### src/rtl/spi_arbiter.sv
`default_nettype none
`timescale 1ns/1ps
// ============================================================================
// Module      : spi_arbiter
// Description : Round-robin arbiter/sequencer sharing one spi_master between
//               NREQ requesters; reports done or timeout to the frame owner.
// Revision    : 1.0 - initial release
// ============================================================================
module spi_arbiter #(
    parameter int NREQ    = 4,
    parameter int DW      = 12,
    parameter int TIMEOUT = 2048,
    parameter int IW      = $clog2(NREQ)
) (
    input  logic                 clk,
    input  logic                 rst,
    input  logic [NREQ-1:0]      req_valid,
    input  logic [NREQ*DW-1:0]   req_data,
    output logic [NREQ-1:0]      req_ready,
    output logic [NREQ-1:0]      done,
    output logic [NREQ-1:0]      err,
    output logic                 m_newd,
    output logic [DW-1:0]        m_din,
    input  logic                 m_cs,
    output logic                 busy,
    output logic [IW-1:0]        grant_id
);

    localparam int CW = $clog2(TIMEOUT);
    localparam logic [CW-1:0] CNT_MAX = CW'(TIMEOUT - 1);
    localparam logic [IW-1:0] IDX_LAST = IW'(NREQ - 1);

    typedef enum logic [1:0] {
        ST_IDLE  = 2'd0,
        ST_START = 2'd1,
        ST_XFER  = 2'd2,
        ST_DONE  = 2'd3
    } state_t;

    state_t          state_q, state_d;
    logic            cs_q, cs_d;
    logic [IW-1:0]   ptr_q, ptr_d;
    logic [IW-1:0]   grant_q, grant_d;
    logic [DW-1:0]   din_q, din_d;
    logic            newd_q, newd_d;
    logic [NREQ-1:0] err_q, err_d;
    logic [CW-1:0]   cnt_q, cnt_d;

    logic [DW-1:0]   data_arr [NREQ];
    logic            found;
    logic [IW-1:0]   win;
    logic            accept;

    generate
        for (genvar gi = 0; gi < NREQ; gi++) begin : g_unpack
            assign data_arr[gi] = req_data[gi*DW +: DW];
        end
    endgenerate

    // Search starts at the pointer and wraps, giving the round-robin order.
    always_comb begin : p_search
        int j;
        logic [IW-1:0] idx;
        found = 1'b0;
        win   = '0;
        j     = 0;
        idx   = '0;
        for (int k = 0; k < NREQ; k++) begin
            j = int'(ptr_q) + k;
            if (j >= NREQ) begin
                j = j - NREQ;
            end
            idx = IW'(j);
            if (!found && req_valid[idx]) begin
                found = 1'b1;
                win   = idx;
            end
        end
    end

    assign accept    = !rst && (state_q == ST_IDLE) && cs_q && found;
    assign req_ready = accept ? (NREQ'(1) << win) : '0;

    always_comb begin
        state_d = state_q;
        cs_d    = m_cs;
        ptr_d   = ptr_q;
        grant_d = grant_q;
        din_d   = din_q;
        newd_d  = newd_q;
        err_d   = '0;
        cnt_d   = cnt_q;
        case (state_q)
            ST_IDLE: begin
                if (accept) begin
                    din_d   = data_arr[win];
                    grant_d = win;
                    ptr_d   = (win == IDX_LAST) ? '0 : win + IW'(1);
                    newd_d  = 1'b1;
                    cnt_d   = '0;
                    state_d = ST_START;
                end
            end
            ST_START: begin
                if (!cs_q) begin
                    newd_d  = 1'b0;
                    cnt_d   = '0;
                    state_d = ST_XFER;
                end else if (cnt_q == CNT_MAX) begin
                    newd_d  = 1'b0;
                    err_d   = NREQ'(1) << grant_q;
                    state_d = ST_IDLE;
                end else begin
                    cnt_d = cnt_q + CW'(1);
                end
            end
            ST_XFER: begin
                // A frame that did finish takes precedence over an expiring count.
                if (cs_q) begin
                    state_d = ST_DONE;
                end else if (cnt_q == CNT_MAX) begin
                    newd_d  = 1'b0;
                    err_d   = NREQ'(1) << grant_q;
                    state_d = ST_IDLE;
                end else begin
                    cnt_d = cnt_q + CW'(1);
                end
            end
            ST_DONE: begin
                state_d = ST_IDLE;
            end
            default: begin
                state_d = ST_IDLE;
            end
        endcase
    end

    always_ff @(posedge clk) begin
        if (rst) begin
            state_q <= ST_IDLE;
            cs_q    <= 1'b1;
            ptr_q   <= '0;
            grant_q <= '0;
            din_q   <= '0;
            newd_q  <= 1'b0;
            err_q   <= '0;
            cnt_q   <= '0;
        end else begin
            state_q <= state_d;
            cs_q    <= cs_d;
            ptr_q   <= ptr_d;
            grant_q <= grant_d;
            din_q   <= din_d;
            newd_q  <= newd_d;
            err_q   <= err_d;
            cnt_q   <= cnt_d;
        end
    end

    assign done     = (state_q == ST_DONE) ? (NREQ'(1) << grant_q) : '0;
    assign err      = err_q;
    assign m_newd   = newd_q;
    assign m_din    = din_q;
    assign busy     = (state_q != ST_IDLE);
    assign grant_id = grant_q;

endmodule
`default_nettype wire
### config.mk
export PLATFORM = sky130hd
export DESIGN_NAME = spi_arbiter
export DESIGN_NICKNAME = d
export VERILOG_FILES = /design/src/rtl/spi_arbiter.sv
export SDC_FILE = /design/constraint.sdc
export NUM_CORES = 1
export LEC_CHECK = 0
export ABC_CLOCK_PERIOD_IN_PS = 5100
export BUFFER_PORTS_ARGS = -buffer_cell sky130_fd_sc_hd__buf_2
export CAP_MARGIN = 0
export CELL_PAD_IN_SITES_DETAIL_PLACEMENT = 1
export CELL_PAD_IN_SITES_GLOBAL_PLACEMENT = 1
export CORE_MARGIN = 8
export CORE_UTILIZATION = 30
export CTS_BUF_LIST = sky130_fd_sc_hd__clkbuf_8
export DETAILED_ROUTE_END_ITERATION = 12
export GPL_ROUTABILITY_DRIVEN = 1
export PLACE_DENSITY = 0.76
export SLEW_MARGIN = 15
export SYNTH_ARGS = -nofsm -noshare
export SYNTH_HDL_FRONTEND = slang
export SYNTH_SLANG_ARGS = --single-unit
### constraint.sdc
create_clock -name clk -period 5.1 [get_ports clk]
set_input_delay 1.275 -clock clk [delete_from_list [all_inputs] [get_ports clk]]
set_output_delay 1.275 -clock clk [all_outputs]
set_load 0.02 [all_outputs]
==> flow_summary_export.csv, run 1 <==
group,metric,value,unit
status,outcome,"complete, no violations",
grt,grt_start_max_net_pins,29,
layout,layout_commonest_cell,"buf_2",
critical_path,slowest_stage,"or4_4",
critical_path,crit_top_cell,"buf_2",
route,drc,0,
floorplanning,core_area,0.00729,mm^2
worst_hold_path,hold_path_class,"reg2reg",
clock_tree,clk_pin_slew_worst_paths,70,ps
timing,drv_slew,0,
timing,finalHoldViolations,0,
critical_path,ff2ff_setup_slack,2790,ps
grt,grt_antenna_before_repair,0,
timing,worst_pin_slew,563,ps
layout,areaGrowthSynthToFinish,24.4,%
critical_path,crit_path_cell_trace,"buf_2 -> nor2b_2 -> or4_4 -> nand2_8 -> inv_1 -> ha_1 -> and2_1 -> buf_2",
clock_tree,cts_resized,0,
timing,setup_viol,0,
critical_path,cp-start-kind,"primary input",
place,dpl-instance-area,0.00270,mm^2
place,gp_congestion,0.804,
timing,clock_skew,6.24,ps
floorplanning,fp.dieW,103,um
clock_tree,post_cts_buffers,0,
logic_synthesis,yosys.cell_types.count,57,
logic_synthesis,ys_seq_elements,35,
floorplanning,io_pins,83,
route,firstDrtPassIters,4,
critical_path,setup.worst_path.start,"req_valid[0]",
grt,grt_pass1_wl,10100,um
critical_path,timing.rr.end,"m_din[11]",
layout,final.fill_count,885,
clock_tree,clkLatencyLatePin,290,ps
grt,track_usage,12.0,%
layout,drive_gt1_share,37.0,%
critical_path,crit_required,3830,ps
power,ir_worst_vdd,0.000117,V
route,ant_nets,0,
logic_synthesis,netlist_instances,240,
critical_path,max_stage_delay,550,ps
timing,rsz0062_at_grt,"false",
power,p_total,783,uW
logic_synthesis,synth_nets,305,
timing,fmax,236,MHz
critical_path,critPathBufInv,3,
route,drt_iter0_markers,35,
logic_synthesis,ys_seq_area_share,31.0,%
floorplanning,die_height,103,um
critical_path,worstPathMaxFanout,27,
floorplanning,start_util,31.0,%
critical_path,critPathCaptureType,"primary output",
power,p_leak,1.23,nW
clock_tree,cts-root-buf,"clkbuf_8",
clock_tree,cts_tree,"done",
clock_tree,ctsHoldBuffers,0,
route,num_vias,2056,
logic_synthesis,syn_area_per_cell,9.42,um^2
critical_path,r2r_cells,6,
floorplanning,rows,31,
critical_path,cp_num_cells,8,
logic_synthesis,synth_area,0.00226,mm^2
clock_tree,cts_buffers,5,
critical_path,crit_path_end,"req_ready[2]",
timing,finalCriticalPeriod,4240,ps
clock_tree,clock_path_buffers,2,
timing,relSlewSlack,62.1,%
route,routedWlPerCell,15.7,um
flow_run,cap_viol_max_count,0,
layout,layout_common_cells,"buf_2, dfxtp_1, mux2i_1",
clock_tree,cts-htree-levels,2,
critical_path,arrival,2970,ps
clock_tree,cts_sinks,35,
layout,fin_nets,380,
route,wl,6510,um
critical_path,cpLargestDelayFamily,"simple AND/OR/NAND/NOR gates",
timing,finalCritPeriodShare,83.2,%
critical_path,worstReg2RegStart,"state_q[1]",
grt,grt_overflow,0,
timing,tns,0,ps
floorplanning,dieArea,0.0106,mm^2
place,hpwl,5170,um
grt,first_global_vias,2088,
logic_synthesis,ys_warn_count,0,
layout,fin_area,0.00281,mm^2
route,vias_per_cell,4.95,
layout,antenna_cells,0,
place,portBuffers,82,
power,powerDensity,279,mW/mm^2
critical_path,crit_type,"in2out",
==> worst register-to-register path, cell delays in order, from the launching register on <==
cell and delay, ps:
dfxtp_1 350, inv_1 150, ha_1 320, inv_2 110
nor3_2 490, nand2_1 480, o221ai_1 330
==> cell usage after synthesis (all sizes together) <==
master | n | area [um^2]
a211o | 1 | 8.76
a211oi | 1 | 7.51
a21oi | 13 | 68.8
a311oi | 1 | 8.76
a31o | 1 | 8.76
a31oi | 3 | 18.8
and2 | 4 | 25.0
and3 | 5 | 31.3
buf | 8 | 72.6
clkbuf | 6 | 22.5
dfxtp | 35 | 701
ha | 10 | 125
inv | 8 | 30.0
mux2i | 26 | 260
nand2 | 22 | 104
nand2b | 3 | 18.8
nand3 | 2 | 10.0
nand3b | 12 | 90.1
nand4 | 1 | 6.26
nand4b | 2 | 23.8
nor2 | 18 | 70.1
nor2b | 2 | 15.0
nor3 | 7 | 40.0
nor3b | 2 | 15.0
nor4 | 2 | 33.8
nor4b | 1 | 15.0
nor4bb | 1 | 10.0
o2111ai | 1 | 8.76
o211ai | 5 | 37.5
o21a | 1 | 7.51
o21ai | 6 | 33.8
o221ai | 13 | 176
o22ai | 1 | 6.26
o31ai | 1 | 7.51
o32a | 1 | 10.0
o41ai | 1 | 27.5
or2 | 3 | 18.8
or2b | 1 | 7.51
or3 | 1 | 6.26
or3b | 1 | 8.76
or4 | 2 | 18.8
xor2 | 5 | 43.8
==> per-stage QoR <==
stage / util [%] / hold WS [ps] / instances / worst slack (ps)
after floorplan: - / 436 / 240 / 1170
after global placement: 37.0 / 453 / 407 / 903
after detailed placement: 37.0 / 467 / 407 / 849
after CTS: 38.6 / 488 / 415 / 847
after global routing: 38.6 / 526 / 415 / 782
final: 38.6 / 480 / 415 / 857
==> state kept, by name, summed over array words and instances, names as in the netlist <==
register / cells
m_newd: 1
cnt_q: 11
m_din: 12
state_q: 2
cs_q: 1
ptr_q: 2
err: 4
grant_id: 2
==> routing by layer <==
metal,GRT usage [%],vias up,part of all wire (%)
li1,-,1026,-
met1,13.3,959,43
met2,21.7,66,47
met3,3.17,5,10
met4,3.67,0,0.72
met5,0,-,0
==> kinds of logic (layout without fill, tap and decap cells) <==
group           after synthesis  after routing  share of synthesized area (%)
xor+xnor                      5              5                           1.94
flops                        35             35                           31.0
buf+inv                      22             98                           5.54
mux                          26             26                           11.5
fa+ha+maj                    10             10                           5.54
simple gates                 92             92                           25.1
compound gates               50             50                           19.3
==> final cells by class <==
class / instances / area, um^2 / area share, %
Inverter: 8 / 30.0 / 1.07
Clock buffer: 5 / 68.8 / 2.45
Clock inverter: 3 / 43.8 / 1.56
Multi-Input combinational cell: 183 / 1430 / 51.0
Timing Repair Buffer: 82 / 410 / 14.6
Sequential cell: 35 / 701 / 24.9
Tap cell: 99 / 124 / 4.41
==> how the worst min path moves through the flow <==
stage / from / to / slack (ps) / depth (start not counted)
finish: cnt_q[10] / cnt_q[10] / 480 / 2
CTS: cnt_q[10] / cnt_q[10] / 490 / 2
global route: cnt_q[6] / cnt_q[6] / 530 / 2
global placement: cnt_q[10] / cnt_q[10] / 450 / 2
floorplan: cnt_q[10] / cnt_q[10] / 440 / 2
detailed placement: cnt_q[10] / cnt_q[10] / 470 / 2
==> where the power goes <==
group          internal, mW  switching (mW)
Combinational        0.0887           0.130
Sequential            0.295          0.0187
Clock                 0.146           0.105
Total                 0.530           0.254
No activity file was read; power rests on OpenSTA's default activity.
==> run 2: changes to the inputs <==
--- a/config.mk
+++ b/config.mk
@@ -5,7 +5,7 @@
 export SDC_FILE = /design/constraint.sdc
 export NUM_CORES = 1
 export LEC_CHECK = 0
-export ABC_CLOCK_PERIOD_IN_PS = 5100
+export ABC_CLOCK_PERIOD_IN_PS = 4300
 export BUFFER_PORTS_ARGS = -buffer_cell sky130_fd_sc_hd__buf_2
 export CAP_MARGIN = 0
 export CELL_PAD_IN_SITES_DETAIL_PLACEMENT = 1
==> constraint.sdc (replaced) <==
create_clock -name clk -period 4.3 [get_ports clk]
set_input_delay 1.075 -clock clk [delete_from_list [all_inputs] [get_ports clk]]
set_output_delay 1.075 -clock clk [all_outputs]
set_load 0.02 [all_outputs]
==> run 2 against run 1 <==
Effect of this change: global-route usage hardly changed; sequential cell count stayed put; sequential share of layout area is 0.078 points higher; non-clock buffer count stayed put; critical path depth stayed put; final area is 0.31% lower; worst setup slack worse by 410 ps; clock skew is 4.0 ps lower; clock power is 6% higher; sequential power is 19% higher; wire length is 1.1% lower; critical endpoint is now req_ready[0]; largest cell class unchanged.
==> flow_summary_export.csv, run 2 (synthesis results as in run 1) <==
group,metric,value,unit
place,gp_congestion,0.804,
critical_path,cp-start-kind,"primary input",
clock_tree,cts-htree-levels,2,
floorplanning,fp.dieW,103,um
flow_run,cap_viol_max_count,0,
clock_tree,cts-root-buf,"clkbuf_8",
critical_path,worstReg2RegStart,"state_q[1]",
layout,fin_nets,380,
layout,layout_common_cells,"buf_2, dfxtp_1, mux2i_1",
timing,clock_skew,2.25,ps
route,vias_per_cell,4.99,
route,drt_iter0_markers,29,
clock_tree,cts_sinks,35,
clock_tree,clock_path_buffers,2,
layout,fin_util,38.4,%
power,ir_worst_vdd,0.000133,V
critical_path,crit_required,3220,ps
layout,layout_commonest_cell,"buf_2",
route,firstDrtPassIters,6,
clock_tree,cts_buffers,5,
critical_path,ff2ff_setup_slack,2070,ps
grt,track_usage,11.9,%
critical_path,crit_type,"in2out",
timing,fmax,259,MHz
grt,first_global_vias,2137,
timing,worst_pin_slew,567,ps
critical_path,r2r_cells,6,
power,powerDensity,320,mW/mm^2
power,p_sw,294,uW
floorplanning,core_area,0.00729,mm^2
layout,drive_gt1_share,37.0,%
critical_path,arrival,2780,ps
floorplanning,start_util,31.0,%
layout,fin_cells,415,
critical_path,critPathCaptureType,"primary output",
route,num_vias,2069,
timing,finalCritPeriodShare,89.6,%
critical_path,timing.rr.end,"m_din[11]",
layout,largest_reg_flops,12,
timing,tns,0,ps
worst_hold_path,hold_path_class,"reg2reg",
clock_tree,clk_pin_slew_worst_paths,70,ps
layout,areaGrowthSynthToFinish,24.0,%
layout,final.fill_count,893,
layout,antenna_cells,0,
timing,relSlewSlack,61.9,%
critical_path,worstPathMaxFanout,27,
timing,rsz0062_at_grt,"false",
status,outcome,"complete, no violations",
grt,grt_antenna_before_repair,0,
clock_tree,clkLatencyLatePin,280,ps
grt,grt_start_max_net_pins,29,
grt,grt_overflow,0,
place,portBuffers,82,
clock_tree,cts_resized,0,
worst_hold_path,hp-start,"cnt_q[10]",
route,drc,0,
power,swShare,32.9,%
power,power_frac_comb,29.0,%
clock_tree,ctsHoldBuffers,0,
timing,setup_viol,0,
power,power_frac_clock,29.4,%
timing,finalHoldViolations,0,
power,p_leak,1.22,nW
floorplanning,io_pins,83,
power,p_int,601,uW
worst_hold_path,hold_depth,2,
clock_tree,cts_tree,"done",
floorplanning,die_height,103,um
floorplanning,rows,31,
route,wl,6430,um
clock_tree,post_cts_buffers,0,
timing,drv_slew,0,
place,hpwl,5180,um
floorplanning,dieArea,0.0106,mm^2
timing,finalCriticalPeriod,3850,ps
route,ant_nets,0,
power,seqPwrFrac,41.6,%
route,routedWlPerCell,15.5,um
worst_hold_path,hold_path_end,"cnt_q[10]",
grt,grt_pass1_wl,10200,um
place,dp_cells,407,
-- run 2: cell count changes in the layout (fill, tap and decap cells not counted) --
cell	delta
bufinv_16	-1
clkinv_4	-1
clkbuf_8	+2
clkinv_2	-1
clkinvlp_4	+1
-- run 2: worst max-delay path by stage --
stage	end	start
5_1_grt	req_ready[0]	req_valid[0]
6_report	req_ready[0]	req_valid[0]
2_1_floorplan	req_ready[0]	req_valid[0]
3_5_place_dp	req_ready[0]	req_valid[0]
3_3_place_gp	req_ready[0]	req_valid[0]
4_1_cts	req_ready[0]	req_valid[0]
-- run 2: layout make-up --
type / instances / area [um^2] / share of cell area, %
Sequential cell: 35 / 701 / 25.0
Clock inverter: 1 / 7.51 / 0.268
Multi-Input combinational cell: 183 / 1430 / 51.2
Inverter: 8 / 30.0 / 1.07
Timing Repair Buffer: 82 / 410 / 14.6
Tap cell: 99 / 124 / 4.42
Clock buffer: 7 / 96.3 / 3.44
-- run 2: per-layer routing --
layer / routed length [um] / global-route usage, % / up-vias
met5: 0 / 0 / -
met4: 29 / 3.23 / 0
met3: 716 / 3.92 / 5
met2: 2930 / 21.3 / 70
met1: 2750 / 13.2 / 965
li1: - / - / 1029
-- run 2: worst max-delay path: stages --
cell     delay [ps]
buf_2           130
nor2b_2         170
or4_4           560
nand2_8         240
inv_1           110
ha_1            210
and2_1          140
buf_2           150
-- run 2: metrics by stage --
stage	hold WS (ps)	setup WS (ps)	total power, mW	cell area, um^2
5_1_grt	520	350	0.954	2800
3_5_place_dp	464	433	0.645	2700
2_1_floorplan	436	771	0.567	2260
6_report	480	446	0.896	2800
3_3_place_gp	453	503	0.637	2700
4_1_cts	480	431	0.915	2800
-- run 2: power groups by stage --
stage | registers, mW | logic [mW] | clock network (mW)
final | 0.373 | 0.260 | 0.264
after global routing | 0.378 | 0.286 | 0.290
after CTS | 0.373 | 0.265 | 0.277
after detailed placement | 0.381 | 0.264 | 0
after global placement | 0.378 | 0.259 | 0
after floorplan | 0.399 | 0.168 | 0
==> run 3: changes to the inputs <==
--- a/config.mk
+++ b/config.mk
@@ -5,7 +5,7 @@
 export SDC_FILE = /design/constraint.sdc
 export NUM_CORES = 1
 export LEC_CHECK = 0
-export ABC_CLOCK_PERIOD_IN_PS = 4300
+export ABC_CLOCK_PERIOD_IN_PS = 4000
 export BUFFER_PORTS_ARGS = -buffer_cell sky130_fd_sc_hd__buf_2
 export CAP_MARGIN = 0
 export CELL_PAD_IN_SITES_DETAIL_PLACEMENT = 1
@@ -15,7 +15,8 @@
 export CTS_BUF_LIST = sky130_fd_sc_hd__clkbuf_8
 export DETAILED_ROUTE_END_ITERATION = 12
 export GPL_ROUTABILITY_DRIVEN = 1
-export PLACE_DENSITY = 0.76
+export GPL_TIMING_DRIVEN = 0
+export PLACE_DENSITY_LB_ADDON = 0.12
 export SLEW_MARGIN = 15
 export SYNTH_ARGS = -nofsm -noshare
 export SYNTH_HDL_FRONTEND = slang
==> constraint.sdc (replaced) <==
create_clock -name clk -period 4 [get_ports clk]
set_input_delay 1 -clock clk [delete_from_list [all_inputs] [get_ports clk]]
set_output_delay 1 -clock clk [all_outputs]
set_load 0.02 [all_outputs]
==> run 3 against run 2 <==
Effect of this change: worst setup slack lost 130 ps; via count grew 2.5%; sequential share of layout area shrank 0.59 points; global-route usage grew 1.7 points; die area is the same; critical path depth grew 1; clock-buffer cell count shrank 2; wire length grew 9.9%; final area grew 2.4%.
==> flow_summary_export.csv, run 3 (synthesis results as in run 1) <==
group,metric,value,unit
floorplanning,rows,31,
critical_path,max_stage_delay,550,ps
layout,areaGrowthSynthToFinish,27.0,%
clock_tree,cts_sinks,35,
place,portBuffers,81,
timing,finalCriticalPeriod,3680,ps
power,seqPwrFrac,41.7,%
power,p_total,950,uW
clock_tree,cts-root-buf,"clkbuf_8",
route,firstDrtPassIters,4,
floorplanning,core_area,0.00729,mm^2
layout,drive_gt1_share,37.1,%
layout,antenna_cells,0,
layout,fin_util,39.4,%
power,p_sw,329,uW
grt,grt_start_max_net_pins,12,
timing,finalHoldViolations,0,
timing,worst_pin_slew,613,ps
layout,fin_nets,393,
layout,largest_reg_flops,12,
floorplanning,start_util,31.0,%
timing,tns,0,ps
layout,layout_commonest_cell,"buf_2",
critical_path,slowest_stage,"or4_4",
layout,layout_common_cells,"buf_2, dfxtp_1, mux2i_1",
route,num_vias,2120,
grt,grt_pass1_wl,11400,um
clock_tree,clk_pin_slew_worst_paths,70,ps
critical_path,crit_top_cell,"buf_2",
grt,grt_overflow,0,
power,power_frac_comb,32.2,%
place,preCtsSetupSlack,310,ps
clock_tree,cts-htree-levels,2,
power,powerDensity,331,mW/mm^2
grt,first_global_vias,2287,
route,vias_per_cell,4.95,
power,p_leak,1.26,nW
clock_tree,ctsHoldBuffers,0,
route,routedWlPerCell,16.5,um
floorplanning,die_height,103,um
critical_path,cp-start-kind,"primary input",
grt,grt_antenna_before_repair,0,
place,dpl-instance-area,0.00279,mm^2
critical_path,setup.worst_path.start,"req_valid[0]",
critical_path,crit_required,3000,ps
power,p_int,621,uW
route,ant_nets,0,
timing,drv_slew,0,
critical_path,arrival,2680,ps
power,power_frac_clock,26.1,%
power,swShare,34.6,%
route,drt_iter0_markers,53,
timing,clock_skew,6.96,ps
clock_tree,cts_tree,"done",
layout,fin_area,0.00287,mm^2
flow_run,cap_viol_max_count,0,
critical_path,crit_path_end,"req_ready[2]",
critical_path,worstReg2RegStart,"state_q[0]",
critical_path,critPathBufInv,4,
clock_tree,clkLatencyLatePin,290,ps
critical_path,crit_path_cell_trace,"buf_2 -> nor2b_2 -> or4_4 -> nand2_8 -> buf_12 -> inv_1 -> ha_1 -> and2_1 -> buf_2",
clock_tree,cts_resized,0,
timing,rsz0062_at_grt,"false",
critical_path,ff2ff_setup_slack,1780,ps
worst_hold_path,hold_path_class,"reg2reg",
critical_path,cp_num_cells,9,
place,gp_congestion,0.730,
critical_path,worstPathMaxFanout,11,
clock_tree,post_cts_buffers,0,
critical_path,crit_type,"in2out",
critical_path,r2r_cells,8,
floorplanning,dieArea,0.0106,mm^2
critical_path,cpLargestDelayFamily,"simple AND/OR/NAND/NOR gates",
floorplanning,io_pins,83,
floorplanning,fp.dieW,103,um
timing,setup_viol,0,
critical_path,timing.rr.end,"cnt_q[7]",
power,ir_worst_vdd,0.000116,V
timing,relSlewSlack,58.8,%
timing,fmax,272,MHz
critical_path,critPathCaptureType,"primary output",
status,outcome,"complete, no violations",
timing,setup_slack,317,ps
clock_tree,cts_buffers,5,
route,drc,0,
route,wl,7070,um
place,hpwl,5650,um
timing,finalCritPeriodShare,92.1,%
grt,track_usage,13.6,%
clock_tree,clock_path_buffers,2,
## run 3: power groups by stage
stage	combinational (mW)	sequential [mW]	clock, mW
floorplan	0.180	0.429	0
global placement	0.308	0.402	0
detailed placement	0.311	0.404	0
CTS	0.312	0.396	0.262
global route	0.338	0.399	0.280
finish	0.306	0.396	0.248
## run 3: worst min path at each step
stage / endpoint / cells past startpoint / start
after floorplan: cnt_q[10] / 2 / cnt_q[10]
after global placement: cnt_q[10] / 2 / cnt_q[10]
after detailed placement: cnt_q[10] / 2 / cnt_q[10]
after CTS: cnt_q[10] / 2 / cnt_q[10]
after global routing: cnt_q[1] / 2 / cnt_q[1]
final: cnt_q[10] / 2 / cnt_q[10]
## run 3: area by class of cell
class	count	area (um^2)
inverter	8	30.0
sequential	35	701
clock inverter	3	12.5
buffer	14	95.1
clock buffer	5	68.8
timing repair buffer	81	405
fill	927	4420
tap	99	124
multi-input combinational	183	1430
## run 3: through the flow
step | hold WS, ps | cells
3_5_place_dp | 467 | 420
6_report | 485 | 428
2_1_floorplan | 436 | 240
3_3_place_gp | 449 | 420
5_1_grt | 522 | 428
4_1_cts | 488 | 428
## run 3: layer usage
| metal | vias to the layer above | routed length [um] | global-route usage (%) |
|---|---|---|---|
| met5 | - | 0 | 0 |
| met4 | 0 | 70 | 3.67 |
| met3 | 7 | 564 | 3.65 |
| met2 | 47 | 3510 | 24.6 |
| met1 | 1008 | 2920 | 15.4 |
| li1 | 1058 | - | - |
## run 3: tightest hold or removal path: stages (launching register included)
cell and delay, ps:
dfxtp_1 330, a31oi_1 50, nor2_1 70
